## config.mk

```make
export PLATFORM = sky130hd
export DESIGN_NAME = addf_arbiter
export DESIGN_NICKNAME = d
export VERILOG_FILES = /design/src/rtl/addf_arbiter.sv
export SDC_FILE = /design/constraint.sdc
export NUM_CORES = 1
export LEC_CHECK = 0
export CAP_MARGIN = 20
export CORE_MARGIN = 2
export CORE_UTILIZATION = 54
export DETAILED_ROUTE_END_ITERATION = 16
export GPL_TIMING_DRIVEN = 1
export PLACE_DENSITY = 0.79
export SYNTH_ARGS = -nofsm -noshare
export SYNTH_HDL_FRONTEND = slang
export SYNTH_HIERARCHICAL = 1
export SYNTH_SLANG_ARGS = --single-unit
```

## constraint.sdc

```tcl
create_clock -name clk -period 13.2 [get_ports clk]
set_clock_uncertainty 0.05 [all_clocks]
set_input_delay 2.64 -clock clk [delete_from_list [all_inputs] [get_ports clk]]
set_output_delay 2.64 -clock clk [all_outputs]
set_load 0.05 [all_outputs]
```

## src/rtl/addf_arbiter.sv

```systemverilog
// addf_arbiter: shares one combinational single-precision adder (addf) between
// two requesters. A granted operand pair is registered and held on addf for LAT
// cycles. The registered sum is then returned on a valid/ready port together
// with the id of the requester that issued it.
// Build option: define ADDF_ARB_FIXED_PRIO_EN for fixed priority, where port 0
// wins every tie. By default ties are resolved round-robin.

// addf: combinational IEEE-754 single-precision adder with round-to-nearest-even.
// Denormal inputs are flushed to zero, underflowing results become +0, and
// overflowing results saturate to infinity. An exact zero sum is always 32'h0.
module addf (
  input  logic [31:0] a,
  input  logic [31:0] b,
  output logic [31:0] s
);
  logic        a_big;
  logic [31:0] big, sml;
  logic [7:0]  e_big, e_sml, d;
  logic [23:0] m_big, m_sml;
  logic [26:0] x_big, x_sml, x_shift;
  logic        sticky;
  logic [27:0] raw;
  logic [26:0] norm;
  logic [4:0]  lz;
  logic [9:0]  e_res;
  logic [24:0] mant;
  logic        rnd_up;

  // Align the smaller magnitude with guard/round/sticky bits, add or subtract, normalise, then round.
  always_comb begin
    a_big   = (a[30:0] >= b[30:0]);
    big     = a_big ? a : b;
    sml     = a_big ? b : a;
    e_big   = big[30:23];
    e_sml   = sml[30:23];
    m_big   = (e_big != 8'd0) ? {1'b1, big[22:0]} : 24'd0;
    m_sml   = (e_sml != 8'd0) ? {1'b1, sml[22:0]} : 24'd0;
    d       = e_big - e_sml;
    x_big   = {m_big, 3'b000};
    x_shift = 27'd0;
    sticky  = 1'b0;
    if (d >= 8'd27) begin
      sticky = (m_sml != 24'd0);
    end else begin
      x_shift = {m_sml, 3'b000} >> d;
      sticky  = (({m_sml, 3'b000} & ((27'd1 << d) - 27'd1)) != 27'd0);
    end
    x_sml = x_shift | {26'd0, sticky};

    if (big[31] == sml[31]) raw = {1'b0, x_big} + {1'b0, x_sml};
    else                    raw = {1'b0, x_big} - {1'b0, x_sml};

    // Bring the leading one to bit 26; a carry-out needs a single right shift.
    e_res = {2'b00, e_big};
    lz    = 5'd0;
    if (raw[27]) begin
      norm  = raw[27:1] | {26'd0, raw[0]};
      e_res = e_res + 10'd1;
    end else begin
      for (int i = 0; i < 27; i++) begin
        if (raw[i]) lz = 5'(26 - i);
      end
      norm  = raw[26:0] << lz;
      e_res = e_res - {5'd0, lz};
    end

    rnd_up = norm[2] && (norm[1] || norm[0] || norm[3]);
    mant   = {1'b0, norm[26:3]} + {24'd0, rnd_up};
    if (mant[24]) begin
      mant  = mant >> 1;
      e_res = e_res + 10'd1;
    end

    // mant[23] is clear only when the true sum is zero.
    if (!mant[23] || e_res[9] || (e_res == 10'd0)) s = 32'h0;
    else if (e_res >= 10'd255)                      s = {big[31], 8'hFF, 23'd0};
    else                                            s = {big[31], e_res[7:0], mant[22:0]};
  end
endmodule

module addf_arbiter #(
  parameter int LAT = 2
) (
  input  logic        clk,
  input  logic        rst,
  input  logic        in0_valid,
  output logic        in0_ready,
  input  logic [31:0] in0_a,
  input  logic [31:0] in0_b,
  input  logic        in1_valid,
  output logic        in1_ready,
  input  logic [31:0] in1_a,
  input  logic [31:0] in1_b,
  output logic        out_valid,
  input  logic        out_ready,
  output logic [31:0] out_sum,
  output logic        out_id,
  output logic        busy
);
  localparam int CW = (LAT > 1) ? $clog2(LAT) : 1;

  typedef enum logic [1:0] {IDLE, WAIT, HOLD} state_t;

  state_t        state_q;
  logic [31:0]   opa_q, opb_q, out_sum_q;
  logic          id_q, out_valid_q, out_id_q, busy_q;
  logic [CW-1:0] cnt_q;
  logic [1:0]    req_valid, grant;
  logic [31:0]   addf_s;
`ifndef ADDF_ARB_FIXED_PRIO_EN
  logic          last_q;
`endif

  assign req_valid = {in1_valid, in0_valid};
  assign in0_ready = grant[0];
  assign in1_ready = grant[1];
  assign out_valid = out_valid_q;
  assign out_sum   = out_sum_q;
  assign out_id    = out_id_q;
  assign busy      = busy_q;

  // The registered operands are the only thing ever presented to the shared adder.
  addf u_addf (
    .a(opa_q),
    .b(opb_q),
    .s(addf_s)
  );

  // Combinational grant: offered only in IDLE, out of reset, to a requester that is valid.
  always_comb begin
    grant = 2'b00;
    if (!rst && (state_q == IDLE)) begin
`ifdef ADDF_ARB_FIXED_PRIO_EN
      if (req_valid[0])      grant = 2'b01;
      else if (req_valid[1]) grant = 2'b10;
`else
      if (&req_valid) grant = last_q ? 2'b01 : 2'b10;
      else            grant = req_valid;
`endif
    end
  end

  // Capture the granted operands, count down the adder settle time, then hold the result until taken.
  always_ff @(posedge clk or posedge rst) begin
    if (rst) begin
      state_q     <= IDLE;
      opa_q       <= 32'd0;
      opb_q       <= 32'd0;
      id_q        <= 1'b0;
      cnt_q       <= '0;
      out_valid_q <= 1'b0;
      out_sum_q   <= 32'd0;
      out_id_q    <= 1'b0;
      busy_q      <= 1'b0;
`ifndef ADDF_ARB_FIXED_PRIO_EN
      last_q      <= 1'b1;
`endif
    end else begin
      case (state_q)
        IDLE: begin
          if (|grant) begin
            opa_q   <= grant[1] ? in1_a : in0_a;
            opb_q   <= grant[1] ? in1_b : in0_b;
            id_q    <= grant[1];
`ifndef ADDF_ARB_FIXED_PRIO_EN
            last_q  <= grant[1];
`endif
            cnt_q   <= CW'(LAT - 1);
            busy_q  <= 1'b1;
            state_q <= WAIT;
          end
        end
        WAIT: begin
          if (cnt_q == '0) begin
            out_sum_q   <= addf_s;
            out_id_q    <= id_q;
            out_valid_q <= 1'b1;
            state_q     <= HOLD;
          end else begin
            cnt_q <= cnt_q - CW'(1);
          end
        end
        HOLD: begin
          if (out_ready) begin
            out_valid_q <= 1'b0;
            busy_q      <= 1'b0;
            state_q     <= IDLE;
          end
        end
        default: state_q <= IDLE;
      endcase
    end
  end
endmodule
```

# After elaboration in Yosys (flattened, before gate mapping)
# Cells that the tools add are included.
op_classes:
  n_addsub: 9
  magnitude_cmp: 3
  eq_ne: 6
  shifts: 3
  n_mux: 57
  bitwise: 4
  n_reduce_logical: 25
op_table:
  columns: ["cell", "n"]
  rows:
  - ["two-way mux 32 bit", 5]
  - ["two-way mux 5 bit", 28]
  - ["two-way mux 24 bit", 3]
  - ["two-way mux 27 bit", 2]
  - ["OR 27 x 1 -> 27 bit", 2]
  - ["greater-or-equal comparator 31 bit", 1]
  - ["two-way mux 31 bit", 1]
  - ["adder 27 x 27 -> 28 bit", 1]
  - ["two-way mux 28 bit", 1]
  - ["subtractor 27 x 27 -> 28 bit", 1]
  - ["AND 27 bit", 1]
  - ["nonzero test 27 bit", 1]
  - ["<< shifter 1 x 8 -> 27 bit (first input constant)", 1]
  - ["<< shifter 27 x 5 -> 27 bit", 1]
  - ["right shift 27 x 8 -> 27 bit", 1]
  - ["subtractor 27 x 1 -> 27 bit (second input constant)", 1]
  - ["adder 24 x 1 -> 25 bit", 1]
  - ["nonzero test 24 bit", 1]
  - ["two-way mux 10 bit", 2]
  - ["nonzero test 8 bit", 2]
  - ["two-way mux 2 bit", 6]
  - ["adder 10 x 1 -> 10 bit (second input constant)", 1]
  - ["greater-or-equal comparator 10 x 8 -> 1 bit (second input constant)", 1]
  - ["zero test 10 bit", 1]
  - ["22 further kinds", 41]
word_totals:
  regBits: 104
  output_inout_bits: 37
  elab_cells: 117

# Depth between registers and ports, before layout
# Gate-level depths: netlist of run 1.
logic_depth:
  depth_word: 50
  ltp_mapped: 77
  ltp_nobuf: 62

# Modules after synthesis
# The synthesis of run 1 kept the hierarchy.
modules_own_cells:
  columns: ["mod", "instances", "cells_each", "area_each_um2", "seq_area_each_um2"]
  rows:
  - ["addf", 1, 1918, 12112.9, 0.0]
  - ["addf_arbiter", 1, 474, 4770.8, 2603.7]

# Worst setup path after synthesis of run 1
# No wires, ideal clock.
synth_path:
  kind: "register -> register"
  from: "register opb_q[23]"
  to: "register out_sum_q[11], in the netlist out_sum[11]"
  setup_ns: 0.067
  t_arrival_ns: 13.641
  t_required_ns: 13.083
  setup_slack_ns: -0.558
  stages_incl_launch_ff: 74
  path_cell_list: "dfrtp_1 inv_1 ha_1 buf_4 nand4_2 nor4_4 nand3_1 and3_4 buf_6 nand2_2 buf_6 buf_4 buf_6 buf_4 clkbuf_1 clkbuf_1 clkbuf_1 clkbuf_1 [38 not listed] inv_1 fa_1 a21o_1 a21oi_1 nand2b_1 nand4b_1 nor2b_1 xnor2_1 nor2_1 nand2_1 o21ai_0 a21oi_1 nor4_1 mux2_2 a21bo_2 nand4_2 nor3b_1 mux2_2"
synth_via:
  elab_chain_cells: 50
  word_cells_on_any_way: 70
  classes_between: "add/sub (8); order compare (3); eq/ne (1); shift (3); mux (41); bitwise (3); reduce/logical (11)"
synth_rtl:
  columns: ["element", "line", "rtl"]
  rows:
  - ["from (decl)", "105", "logic [31:0] opa_q, opb_q, out_sum_q;"]
  - ["from (signal assigned)", "163", "opb_q <= grant[1] ? in1_b : in0_b;"]
  - ["branches (longest 49 deep; another with greater-or-equal comparator 31 bit)", null, null]
  - ["two-way mux 32 bit (*)", "75", "if (!mant[23] || e_res[9] || (e_res == 10'd0)) s = 32'h0;"]
  - ["net addf_s[11]", "109", "logic [31:0] addf_s;"]
  - ["to (signal assigned)", "175", "out_sum_q <= addf_s;"]
  - ["to (decl)", "105", null]
# Mark *: on every way through the listed nets, which the timed path passes. The select of a mux whose other input is x is not followed.
# A chain may end at the register's enable or synchronous reset.

# Final worst setup path of run 1
layout_path:
  from: "register opb_q[18]"
  to: "register out_sum_q[1], in the netlist out_sum[1]"
# Same word-level chain as after synthesis.

==> metrics, run 1 <==
fin crit period=roughly 13 ns; Synth Flop Type=dfrtp_1; WP data required=about 13 ns; mapped cell area=16900 um2; total nets after synthesis=between 2000 and 3000; Post-DP HPWL=about 52 mm; Detail Route Antenna Nets=0; commonest non-fill, non-tap cell in the layout=nand2_1; CTS Hold Bufs=0; Sink Count=approximately 100; Core ar.=a little over 30000 um2; Synth Area per Inst=7.06 um2; DRC Markers=0; Slew Viols, Final=0; most frequent cells in the layout=253 x nand2_1, 216 x a21oi_1, 207 x nor2_1; CTS tree=done; Worst Setup Path Type=reg -> reg; I/O Pins=170; worst slew pin tran=between 1 and 1.5 ns; Tcrit/Tclk final=0.964; initial antenna violation count=1; Filler cells=between 2000 and 3000; Slew headroom=0.276; Initial Utilization=0.551; CP Max Fanout=23; Die X-Extent=181 um; Rows=64; Clock transition at path regs=0.08 ns; sequential fraction of the synthesis area=0.154; number of global-route vias before repair=18500; asr flop ratio synth=1.00; pin count of the biggest net entering global routing=a little under 80; vias per cell=7.00; clock buffer depth=2; I/O Buffers=about 170; GP Congestion=between 1 and 1.5; wire length per cell=~23 um; kind of end point of the critical path=flop; Clk Latency, worst-skew pair=between 0.3 and 0.4 ns; biggest area consumer among synthesized cells=dfrtp_1; type of origin of the critical path=flop; H-tree Lvls=3; global-route wire length before repair=a little over 100 mm; yosys warns=6; routed vias=20200; Synth top area share=0.153; Overall Global Routing Usage=0.389; full die area=32700 um2; CTS root buf=clkbuf_16; status=completed; synth top area cells=dfrtp_1 15%, ha_1 6.7%, a21oi_1 6.5%; slowest library cell on the worst path=or4_4; CTS Buf Count=9; DRT iter0 DRCs=around 2600; Final setup viols=0; Max Cap Viol=0; Hold Path Class=reg -> reg; Worst Path Arrival=between 10 and 15 ns; 1st-pass router iterations=6; crit-path max cell delay=~0.65 ns; post-place instance area=about 19000 um2; Finished Cell Area=19500 um2; grt ovf=0; Max Fclk=approximately 80 MHz; Die Y=181 um; layout cells sized above 1=0.113; number of synthesized flops with an enable pin=0; Yosys reg bits=104; final net count=roughly 2700; Synth-to-Final Area Change=15.6%; Syn Inst Count=about 2400; Yosys cell types=~110; Detailed Route WL=66.5 mm; ANT cells=0; Final Hold Vio Count=0
[cell type report]
cell class | instances | area, um2 | share of cell area
clock buffers | 9 | 225 | 0.0115
clock inverters | 7 | 90.1 | 0.00462
inverters | 104 | 405 | 0.0208
multi-input cells | 2013 | 13300 | 0.682
flip-flops and latches | 104 | 2610 | 0.134
well taps | 396 | 495 | 0.0254
repair buffers | 249 | 2380 | 0.122
[per-stage QoR]
| step | setup slack, ns | hold WS (ns) | util | setup TNS [ns] | instances |
|---|---|---|---|---|---|
| detailed placement | -0.125 | 0.446 | 0.613 | -1.62 | 2853 |
| global placement | 0.0446 | 0.410 | 0.613 | 0 | 2853 |
| finish | 0.476 | 0.460 | 0.636 | 0 | 2882 |
| CTS | 0.0609 | 0.465 | 0.624 | 0 | 2869 |
| floorplan | 0.0119 | 0.394 | - | 0 | 2392 |
| global route | -0.0880 | 0.485 | 0.636 | -0.502 | 2882 |
[logic make-up after synthesis]
family,Yosys count,synth area share
xor+xnor,54,0.0280
fa+ha+maj,92,0.0691
flops,104,0.154
simple gates,906,0.265
compound gates,818,0.315
mux,143,0.0957
buf+inv,275,0.0731
[worst max-delay path, delay by kind of cell, from the launching register on]
family | cells | cell delay, ns
AO/OA/AOI/OAI | 22 | 5.11
AND/OR/NAND/NOR | 17 | 4.46
adder cells (fa/ha/maj) | 3 | 1.15
multiplexers | 4 | 1.08
flip-flops | 1 | 0.44
buffers and inverters | 2 | 0.25
[worst paths after layout]
kind                                          from                      end  slack (ns)  cells past startpoint
setup / recovery             opb_q[18]$_DFFE_PP0P_   out_sum[1]$_DFFE_PP0P_        0.48                     48
hold / removal             out_sum[22]$_DFFE_PP0P_  out_sum[22]$_DFFE_PP0P_        0.46                      1
setup reg to reg             opb_q[18]$_DFFE_PP0P_   out_sum[1]$_DFFE_PP0P_        0.48                     48
hold reg to reg            out_sum[22]$_DFFE_PP0P_  out_sum[22]$_DFFE_PP0P_        0.46                      1
max in group asynchronous                      rst    opb_q[18]$_DFFE_PP0P_        9.12                      3
min in group asynchronous                      rst         id_q$_DFFE_PP0P_        2.73                      2
[metal layers]
layer | vias up | share of wire | global-route usage
met5 | - | 0.00020 | 0
met4 | 2 | 0.062 | 0.215
met3 | 273 | 0.10 | 0.0601
met2 | 1390 | 0.44 | 0.612
met1 | 9384 | 0.40 | 0.510
li1 | 9124 | - | -
[cells in the mapped netlist, types with 66 or more instances]
| library cell | count |
|---|---|
| ha_1 | 90 |
| dfrtp_1 | 103 |
| o21ai_0 | 125 |
| clkbuf_1 | 84 |
| nor2_1 | 211 |
| nand2_1 | 255 |
| nor3_1 | 66 |
| a31oi_1 | 97 |
| a21oi_1 | 219 |
| nand3_1 | 127 |
| inv_1 | 99 |
| mux2i_1 | 76 |
[timing repair]
action                     4_1_cts  5_1_grt
gates resized for setup          3       60
hold endpoints to repair         0        0
gates cloned                     0        1
pin swaps                        0        4
buffers inserted                 0        9
setup endpoints to repair       23       32
[state kept, by name, indices dropped and copies added, names as in the netlist]
register and count:
opa_q 32, opb_q 32, out_sum 32, state_q 2
busy 1, cnt_q 1, id_q 1, last_q 1
out_id 1, out_valid 1
Power of run 1 is left out: the tool's default activity adds up to more than one toggle a clock period on the data nets, which glitch-free logic cannot reach.
==> run 2, diff against run 1 <==
- MAX_ROUTING_LAYER: default -> met4
==> metrics, run 2 (synthesis gave the netlist of run 1 again) <==
status=completed (unchanged); Slew Viols, Final=0 (unchanged); H-tree Lvls=3 (unchanged); I/O Pins=170 (unchanged); DRT iter0 DRCs=2628 (was 2637); WP data required=13.42 ns (was 13.41 ns); vias per cell=6.99 (was 7.00); most frequent cells in the layout=252 x nand2_1, 215 x a21oi_1, 207 x nor2_1 (was 253 x nand2_1, 216 x a21oi_1, 207 x nor2_1); Slew headroom=0.266 (was 0.276); Initial Utilization=0.551 (unchanged); commonest non-fill, non-tap cell in the layout=nand2_1 (unchanged); met3 usage=0.0746 (was 0.0601); Worst Setup Path Type=reg -> reg (unchanged); RR Startpoint=opb_q[26]$_DFFE_PP0P_ (was opb_q[18]$_DFFE_PP0P_); global-route wire length before repair=103 mm (about the same); fin crit period=12.70 ns (was 12.72 ns); met2 Usage GRT=0.617 (was 0.612); slowest library cell on the worst path=mux4_2 (was or4_4); Max Cap Viol=0 (unchanged); CP Max Fanout=23 (unchanged); Clk Latency, worst-skew pair=0.38 ns (about the same); Core ar.=30700 um2 (unchanged); Synth-to-Final Area Change=14.8% (was 15.6%); post-place instance area=18800 um2 (about the same); Finished Cell Area=19400 um2 (was 19500 um2); CTS Hold Bufs=0 (unchanged); Most Crowded Layer GR=met2 (unchanged); CTS tree=done (unchanged); Post-DP HPWL=51.1 mm (was 51.8 mm); grt ovf=0 (unchanged); type of origin of the critical path=flop (unchanged); final net count=2702 (was 2706); CTS root buf=clkbuf_16 (unchanged); wire length per cell=22.9 um (was 23.1 um); Clock transition at path regs=0.09 ns (was 0.08 ns); 1st-pass router iterations=6 (unchanged); initial antenna violation count=0 (was 1); Detail Route Antenna Nets=0 (unchanged); I/O Buffers=169 (unchanged); full die area=32700 um2 (unchanged); routed vias=20100 (was 20200); CTS Buf Count=9 (unchanged); number of global-route vias before repair=18600 (was 18500); worst slew pin tran=1.10 ns (was 1.09 ns); Sink Count=104 (unchanged); HP Start=id_q$_DFFE_PP0P_ (was out_sum[22]$_DFFE_PP0P_); CP most frequent cell=nor2_1; pin count of the biggest net entering global routing=108 (was 79); Detailed Route WL=66.0 mm (was 66.5 mm); GP Congestion=1.09 (was 1.08); kind of end point of the critical path=flop (unchanged); GR Util met1=0.511 (was 0.510); CP startpoint=opb_q[26]$_DFFE_PP0P_ (was opb_q[18]$_DFFE_PP0P_); Final setup viols=0 (unchanged); Die Y=181 um (unchanged); Worst Path Arrival=12.92 ns (was 12.93 ns); Tcrit/Tclk final=0.962 (was 0.964); Max Fclk=78.7 MHz (was 78.6 MHz); crit-path max cell delay=0.57 ns (was 0.65 ns); DRC Markers=0 (unchanged); final design utilization=0.632 (was 0.636); Die X-Extent=181 um (unchanged); ANT cells=0 (unchanged); layout cells sized above 1=0.109 (was 0.113); clock buffer depth=2 (unchanged); Hold Path Class=reg -> reg (unchanged); Rows=64 (unchanged); Overall Global Routing Usage=0.401 (was 0.389); Final Hold Vio Count=0 (unchanged)
## run 2: what timing repair did
action                                  in CTS  in global routing
pin swaps                                    0                  3
cloned                                       0                  1
gates resized for setup                      3                 49
endpoints found under the setup margin      23                 32
buffers inserted                             0                  9
## run 2: layer usage
metal  wire (um)  vias to the layer above  share of wire
met1       26500                     9424           0.40
met4        3430                        0          0.052
met3        6630                      245           0.10
li1            -                     9123              -
met2       29400                     1324           0.45
met5           0                        -              0
## run 2: final timing paths
check                                                to  slack, ns  cells after the start
worst max-delay path            out_sum[20]$_DFFE_PP0P_       0.50                     49
worst min-delay path                   id_q$_DFFE_PP0P_       0.44                      1
worst max register to register  out_sum[20]$_DFFE_PP0P_       0.50                     49
worst min register to register         id_q$_DFFE_PP0P_       0.44                      1
max in group asynchronous         opa_q[14]$_DFFE_PP0P_       9.18                      3
min in group asynchronous         opa_q[23]$_DFFE_PP0P_       2.71                      2
## run 2: through the flow
stage	TNS, ns	std cells	hold WS, ns	setup slack (ns)
after floorplan	0	2392	0.394	0.0119
after global placement	0	2850	0.409	0.128
after detailed placement	-2.90	2851	0.418	-0.175
after CTS	0	2867	0.438	0.0851
after global routing	-0.477	2878	0.461	-0.0472
final	0	2878	0.436	0.499
## run 2: layout make-up
type | instances | area [um2]
Multi-Input combinational cell | 2014 | 13300
Clock inverter | 7 | 88.8
Clock buffer | 9 | 225
Fill cell | 2838 | 11300
Timing Repair Buffer | 244 | 2290
Tap cell | 396 | 495
Inverter | 104 | 403
Sequential cell | 104 | 2600
## run 2: critical path, delay by kind of cell, from the launching register on
family | cells | cell delay, ns
and+or+nand+nor | 18 | 3.93
AOI/OAI and AO/OA | 19 | 4.82
muxes | 4 | 1.45
buffers and inverters | 5 | 0.90
DFF | 1 | 0.45
adders and majority gates | 3 | 0.94
Power of run 2 is left out for the same reason.
